==> src/rtl/pdm_dac.sv <==
// ---------------------------------------------------------------------------
// pdm_dac
//   First-order sigma-delta (pulse-density) DAC stage fed by the NCO.
//   Samples arrive through a one-deep valid/ready buffer and are re-sampled
//   into the modulator once every UPD_DIV clocks. The carry-out of a
//   DATA_W-bit phase accumulator is the 1-bit density output, intended for a
//   GPIO pin followed by an external RC low-pass filter.
//
//   Optional build macro: PDM_DAC_DITHER_EN
//     Defined   : a 16-bit Fibonacci LFSR (x^16+x^14+x^13+x^11, seed 16'hACE1)
//                 supplies the accumulator carry-in to break idle tones.
//     Undefined : carry-in is tied low; no LFSR logic is built.
//
// Parameters
//   DATA_W  - sample width, unsigned offset-binary (density = S / 2^DATA_W)
//   UPD_DIV - clocks per modulator sample update (2..65535)
//   CNT_W   - update-divider counter width (2^CNT_W >= UPD_DIV)
//
// Ports
//   i_clk          - system clock
//   i_rst          - synchronous active-high reset
//   i_valid        - upstream sample valid
//   i_data         - upstream sample
//   o_ready        - pending buffer empty (registered)
//   o_upd          - one-cycle strobe per modulator sample update
//   o_underrun     - sticky: an update found the pending buffer empty
//   i_clr_underrun - clears o_underrun (a coincident underrun set wins)
//   o_pdm          - registered pulse-density output
// ---------------------------------------------------------------------------
module pdm_dac #(
    parameter int DATA_W  = 10,
    parameter int UPD_DIV = 64,
    parameter int CNT_W   = 16
) (
    input  logic              i_clk,
    input  logic              i_rst,
    input  logic              i_valid,
    input  logic [DATA_W-1:0] i_data,
    output logic              o_ready,
    output logic              o_upd,
    output logic              o_underrun,
    input  logic              i_clr_underrun,
    output logic              o_pdm
);

    localparam logic [CNT_W-1:0]  DIV_LAST  = CNT_W'(UPD_DIV - 1);
    localparam logic [DATA_W-1:0] MID_SCALE = DATA_W'(2 ** (DATA_W - 1));

    logic [CNT_W-1:0]  div_cnt;
    logic              tick;
    logic              accept;
    logic [DATA_W-1:0] pend_data;
    logic [DATA_W-1:0] active;
    logic [DATA_W-1:0] acc;
    logic [DATA_W:0]   acc_sum;
    logic              cin;

    // o_ready doubles as the "buffer empty" state bit, so it is registered
    // and has no combinational dependence on i_valid.
    assign tick   = (div_cnt == DIV_LAST);
    assign accept = i_valid && o_ready;

    // -----------------------------------------------------------------------
    // Update divider: 0 .. UPD_DIV-1, tick on the last count.
    // -----------------------------------------------------------------------
    always_ff @(posedge i_clk) begin
        if (i_rst) begin
            div_cnt <= '0;
        end else if (tick) begin
            div_cnt <= '0;
        end else begin
            div_cnt <= div_cnt + CNT_W'(1);
        end
    end

    // -----------------------------------------------------------------------
    // Pending buffer, active sample and underrun flag.
    // A tick with a full buffer hands the sample over; while full, o_ready is
    // low so no capture can collide with the hand-off. A tick with an empty
    // buffer may coincide with an accept: the tick holds the old sample and
    // the new one waits in the buffer for the following tick.
    // -----------------------------------------------------------------------
    always_ff @(posedge i_clk) begin
        if (i_rst) begin
            o_ready    <= 1'b1;
            pend_data  <= '0;
            active     <= MID_SCALE;
            o_upd      <= 1'b0;
            o_underrun <= 1'b0;
        end else begin
            o_upd <= tick;

            if (tick && !o_ready) begin
                active  <= pend_data;
                o_ready <= 1'b1;
            end else if (accept) begin
                pend_data <= i_data;
                o_ready   <= 1'b0;
            end

            if (tick && o_ready) begin
                o_underrun <= 1'b1;
            end else if (i_clr_underrun) begin
                o_underrun <= 1'b0;
            end
        end
    end

    // -----------------------------------------------------------------------
    // Carry-in source.
    // -----------------------------------------------------------------------
`ifdef PDM_DAC_DITHER_EN
    logic [15:0] lfsr;

    always_ff @(posedge i_clk) begin
        if (i_rst) begin
            lfsr <= 16'hACE1;
        end else begin
            lfsr <= {lfsr[14:0], lfsr[15] ^ lfsr[13] ^ lfsr[12] ^ lfsr[10]};
        end
    end

    assign cin = lfsr[0];
`else
    assign cin = 1'b0;
`endif

    // -----------------------------------------------------------------------
    // First-order modulator: the carry-out is the output bit and the
    // accumulator simply wraps, so no saturation is needed.
    // -----------------------------------------------------------------------
    always_comb begin
        acc_sum = {1'b0, acc} + {1'b0, active} + {{DATA_W{1'b0}}, cin};
    end

    always_ff @(posedge i_clk) begin
        if (i_rst) begin
            acc   <= '0;
            o_pdm <= 1'b0;
        end else begin
            acc   <= acc_sum[DATA_W-1:0];
            o_pdm <= acc_sum[DATA_W];
        end
    end

endmodule

==> config.mk <==
export PLATFORM = sky130hd
export DESIGN_NAME = pdm_dac
export DESIGN_NICKNAME = d
export VERILOG_FILES = /design/src/rtl/pdm_dac.sv
export SDC_FILE = /design/constraint.sdc
export NUM_CORES = 1
export LEC_CHECK = 0
export BUFFER_PORTS_ARGS = -buffer_cell sky130_fd_sc_hd__buf_2
export CAP_MARGIN = 25
export CORE_UTILIZATION = 35
export CTS_CLUSTER_SIZE = 16
export DETAILED_ROUTE_END_ITERATION = 12
export PLACE_DENSITY_LB_ADDON = 0.2
export SLEW_MARGIN = 20
export SYNTH_ARGS = -nofsm -noshare
export SYNTH_HDL_FRONTEND = slang
export SYNTH_SLANG_ARGS = --single-unit
==> constraint.sdc <==
create_clock -name i_clk -period 1.8 [get_ports i_clk]
set_input_delay 0.36 -clock i_clk [delete_from_list [all_inputs] [get_ports i_clk]]
set_output_delay 0.36 -clock i_clk [all_outputs]
set_load 0.005 [all_outputs]
-- Word level (Yosys, flattened, before mapping)
Cells that the tools add are included.
- equality and inequality tests: 1
- mux-type cells: 2
- bitwise operators: 1
- $add $sub $neg: 2
- reduce and logical (&&, ||, !) cells: 8
- operators with widths (operator ; number):
    16-bit by 1-bit adder with 16-bit output, second input constant ; 1
    16-bit by 6-bit equality test with 1-bit output, second input constant ; 1
    10-bit by 10-bit adder with 11-bit output ; 1
    2-bit OR reduction ; 2
    1-bit logical AND ; 3
    1-bit two-way mux ; 2
    2-bit AND reduction ; 1
    2-bit nonzero test ; 1
    1-bit zero test ; 1
    1-bit NOT ; 1
- input port bits: 14
- register bits: 50
- output and inout bits: 4
- word-level logic and storage cells: 22

-- Depth between registers and ports, before layout
- depth in word-level cells: 4
- mapped depth: 8
- gate-level depth less buffers: 8

-- Least setup slack after synthesis
OpenSTA, ideal clock, no wires.
- path kind: register -> register
- from: register active[1]
- to: register acc[9]
- path slack: 0.090 ns
- buffers on the path: 0
- library setup time: 0.128 ns
- clock period less this slack: 1.710 ns
- required time: 1.672 ns
- stages on the path, launching flop included: 7
- arrival time: 1.583 ns
- path through: dfxtp_1 ha_1 a211oi_1 o21ai_0 a221oi_1 xor2_1 nor2_1
- longest elaborated chain between the ends: 1
- RTL lines (item ; RTL line ; source):
    from (decl) ; 53 ; logic [DATA_W-1:0] active;
    from (signal assigned) ; 94 ; active <= pend_data;
    10-bit by 10-bit adder with 11-bit output ; 133 ; acc_sum = {1'b0, acc} + {1'b0, active} + {{DATA_W{1'b0}}, cin};
    to (signal assigned) ; 141 ; acc <= acc_sum[DATA_W-1:0];
    to (decl) ; 54 ; logic [DATA_W-1:0] acc;
No other way between the ends.
A chain may end at the register's enable or synchronous reset.

-- Worst setup path after layout
- from: register div_cnt[14]
- to: register active[9]
- longest elaborated chain between the ends: 2
- RTL lines (item ; RTL line ; source):
    from (decl) ; 49 ; logic [CNT_W-1:0] div_cnt;
    from (signal assigned) ; 72 ; div_cnt <= div_cnt + CNT_W'(1);
    16-bit by 6-bit equality test with 1-bit output ; 60 ; assign tick = (div_cnt == DIV_LAST);
    1-bit logical AND ; 93 ; if (tick && !o_ready) begin
No other way between the ends.

==> results.toml <==
[sta]
fin_crit_sh_pct = 98.4
tightest_slew_ps = 325
rsz0062_at_grt = "true"
clock.fmax_mhz = 565
skew_ps = 2.69
setup_viol = 0
hold_viol_final = 0
fin_crit_ps = 1770
slew_viol_final = 0
slew_headroom_pct = 78.3
setup_ws_ps = 29.4

[pwr]
power_frac_comb_pct = 4.9
power.share.clock_pct = 38.9
ir_drop_mv = 0.379
p_int_mw = 1.59
leakage_nw = 1.08
p_seq_share_pct = 56.2
power.switching_mw = 0.443
power.switching_fraction_pct = 21.8
powerDensity_nw_per_um2 = 756

[setup_path]
crit_buf_inv = 0
cp_cell_sequence = "or4_4 > or4_4 > nor3_2 > a21oi_2"
cp_common_cell = "or4_4"
critPathLaunchType = "flip-flop"
max_stage_delay_ps = 570
crit_slowest_cell = "or4_4"
end_kind = "flip-flop"
required_ps = 2000
crit_fanout = 12
crit_arrival_ps = 1970
crit_family = "simple AND/OR/NAND/NOR gates"
timing_worst_setup_path_type = "reg2reg"

[global_route]
grt_max_degree = 27
grt_pass1_wl_um = 7260
grt_pass1_vias = 1621
antenna_found_initial = 0
grt.overflow.total = 0
track_usage_pct = 14.3

[place]
port_buffers = 17
place_worst_setup_slack_ps = -79.5
gp_congestion = 0.780
place_hpwl_um = 2940

[drt]
avgRoutedWirePerCell_um = 11.3
drc = 0
drtAntennaViolNets = 0
drtIter0Drc = 60
first_pass_iters = 4
drt_wl_total_um = 4180
avgViaCountPerCell = 4.68
dr_total_vias = 1728

[clock_tree]
cts_buffers = 5
clkTransAtPathRegs_ps = 90
cts_root_buf = "clkbuf_8"
cts_tree = "built"
cts.htree.levels = 2
cts-hold-fix-buffers = 0
clkLatencyLatePin_ps = 300
clk_path_buf_depth = 2
clkSinkCount = 50

[final_layout]
syn_to_final_growth_pct = 21.6
n_fill_cell = 590
layout_common_cells = "49 x dfxtp_1, 47 x nand2_1, 29 x nor2_1"
drive_above_1_share_pct = 21.4
nets = 319
final_core_util_pct = 44.8
insertedDiodeCount = 0
final_common_cell = "dfxtp_1"

[synth]
synth_xor_area_share_pct = 7.14
avgSynthCellArea_um2 = 8.53
syn_inst = 259
yosys-top-cells-area = "dfxtp_1 45%, nand2_1 8.3%, ha_1 6.2%"
synth_area_um2 = 2210
seq_area_frac_synth_pct = 45.3
synth.largest_area_cell = "dfxtp_1"
syn_nets = 285
synth_simple_gate_area_share_pct = 26.2
ys_warn_count = 0
synthAdderAreaFrac_pct = 7.14
synthDistinctLibCells = 37
synth_top_family_by_area = "simple AND/OR/NAND/NOR gates"
synthMuxAreaShare_pct = 0.510
synthDominantCellAreaShare_pct = 45.3
ys_seq_elements = 50
synth-compound-area-share_pct = 10.4

[floorplan]
start_util_pct = 36.9
rows = 28
die_w_um = 81.4
ios = 18
core_um2 = 5990
die_h_um = 81.4
die-area_um2 = 6630

[run]
cap_violations = 0

[min_path]
holdCritPathClass = "in2reg"

[status]
outcome = "finished clean"
==> state kept, by name, summed over array words and instances, names as in the netlist <==
register    flops
o_upd           1
o_pdm           1
active         10
acc            10
pend_data      10
o_ready         1
div_cnt        16
o_underrun      1
==> path summary, 6_finish.rpt <==
path / cells past startpoint / startpoint / endpoint / slack, ps
min reg2reg: 2 / pend_data[4] / pend_data[4] / 460
min: 3 / i_data[4] / pend_data[4] / 290
max reg2reg: 4 / div_cnt[14] / active[9] / 30
max: 4 / div_cnt[14] / active[9] / 30
==> timing repair <==
action	4_1_cts	5_1_grt
pin swaps	0	9
setup buffers	1	1
gates resized for setup	2	17
endpoints found under the setup margin	3	8
==> logic make-up after synthesis <==
family | count (synthesis)
DFF | 50
adders and majority gates | 12
buffers and inverters | 16
xor gates and xnor gates | 18
AOI/OAI and AO/OA | 41
and+or+nand+nor | 121
muxes | 1
==> power groups by stage <==
stage	clock network (mW)	registers (mW)	logic, mW
floorplan	0	1.17	0.0558
global placement	0	1.17	0.0996
detailed placement	0	1.17	0.0996
CTS	0.815	1.14	0.100
global route	0.860	1.15	0.116
finish	0.789	1.14	0.0993
==> worst reg2reg max path, cell delays in order, from the launching register on <==
cell and delay (ps):
dfxtp_1 340, or4_4 570, or4_4 540, nor3_2 180, a21oi_2 40
==> cell usage after synthesis, drive strengths merged <==
cell and count:
nand2b 1, o21ai 7, fa 1, nand4 1, and4 1, inv 7, xnor2 7, a21o 2
a21oi 26, nor3b 2, a221oi 1, nor2b 6, a31oi 1, a211oi 2, clkbuf 5, nor3 7
and3 5, nor4 3, nand2 49, xor2 11, ha 11, nand3 12, o21bai 1, or4 2
nor2 29, dfxtp 50, or2 1, o31ai 1, buf 4, mux2 1, and2 2
==> cell type report <==
type                            instances  area [um^2]  area share [%]
Clock buffer                            6         72.6            2.70
Clock inverter                          2         37.5            1.40
Inverter                                7         26.3           0.978
Multi-Input combinational cell        193         1210            45.2
Sequential cell                        50         1000            37.3
Tap cell                               75         93.8            3.49
Timing Repair Buffer                   36          240            8.94
==> through the flow <==
stage | hold WS, ps | cells | setup TNS (ps) | power [mW] | instance area [um^2]
after floorplan | 436 | 259 | 0 | 1.22 | 2210
after global routing | 287 | 369 | -9.13 | 2.12 | 2690
final | 287 | 369 | 0 | 2.03 | 2690
after CTS | 277 | 368 | 0 | 2.06 | 2600
after detailed placement | 451 | 359 | -90.3 | 1.27 | 2480
after global placement | 445 | 359 | 0 | 1.27 | 2480
==> metal layers <==
| layer | up-vias | wire length, um | track usage, % |
|---|---|---|---|
| met5 | - | 0 | 0 |
| met4 | 0 | 60 | 4.82 |
| met3 | 7 | 122 | 3.33 |
| met2 | 21 | 1670 | 20.9 |
| met1 | 768 | 2330 | 20.4 |
| li1 | 932 | - | - |
Note: power is estimated with default switching activity, not from simulation.
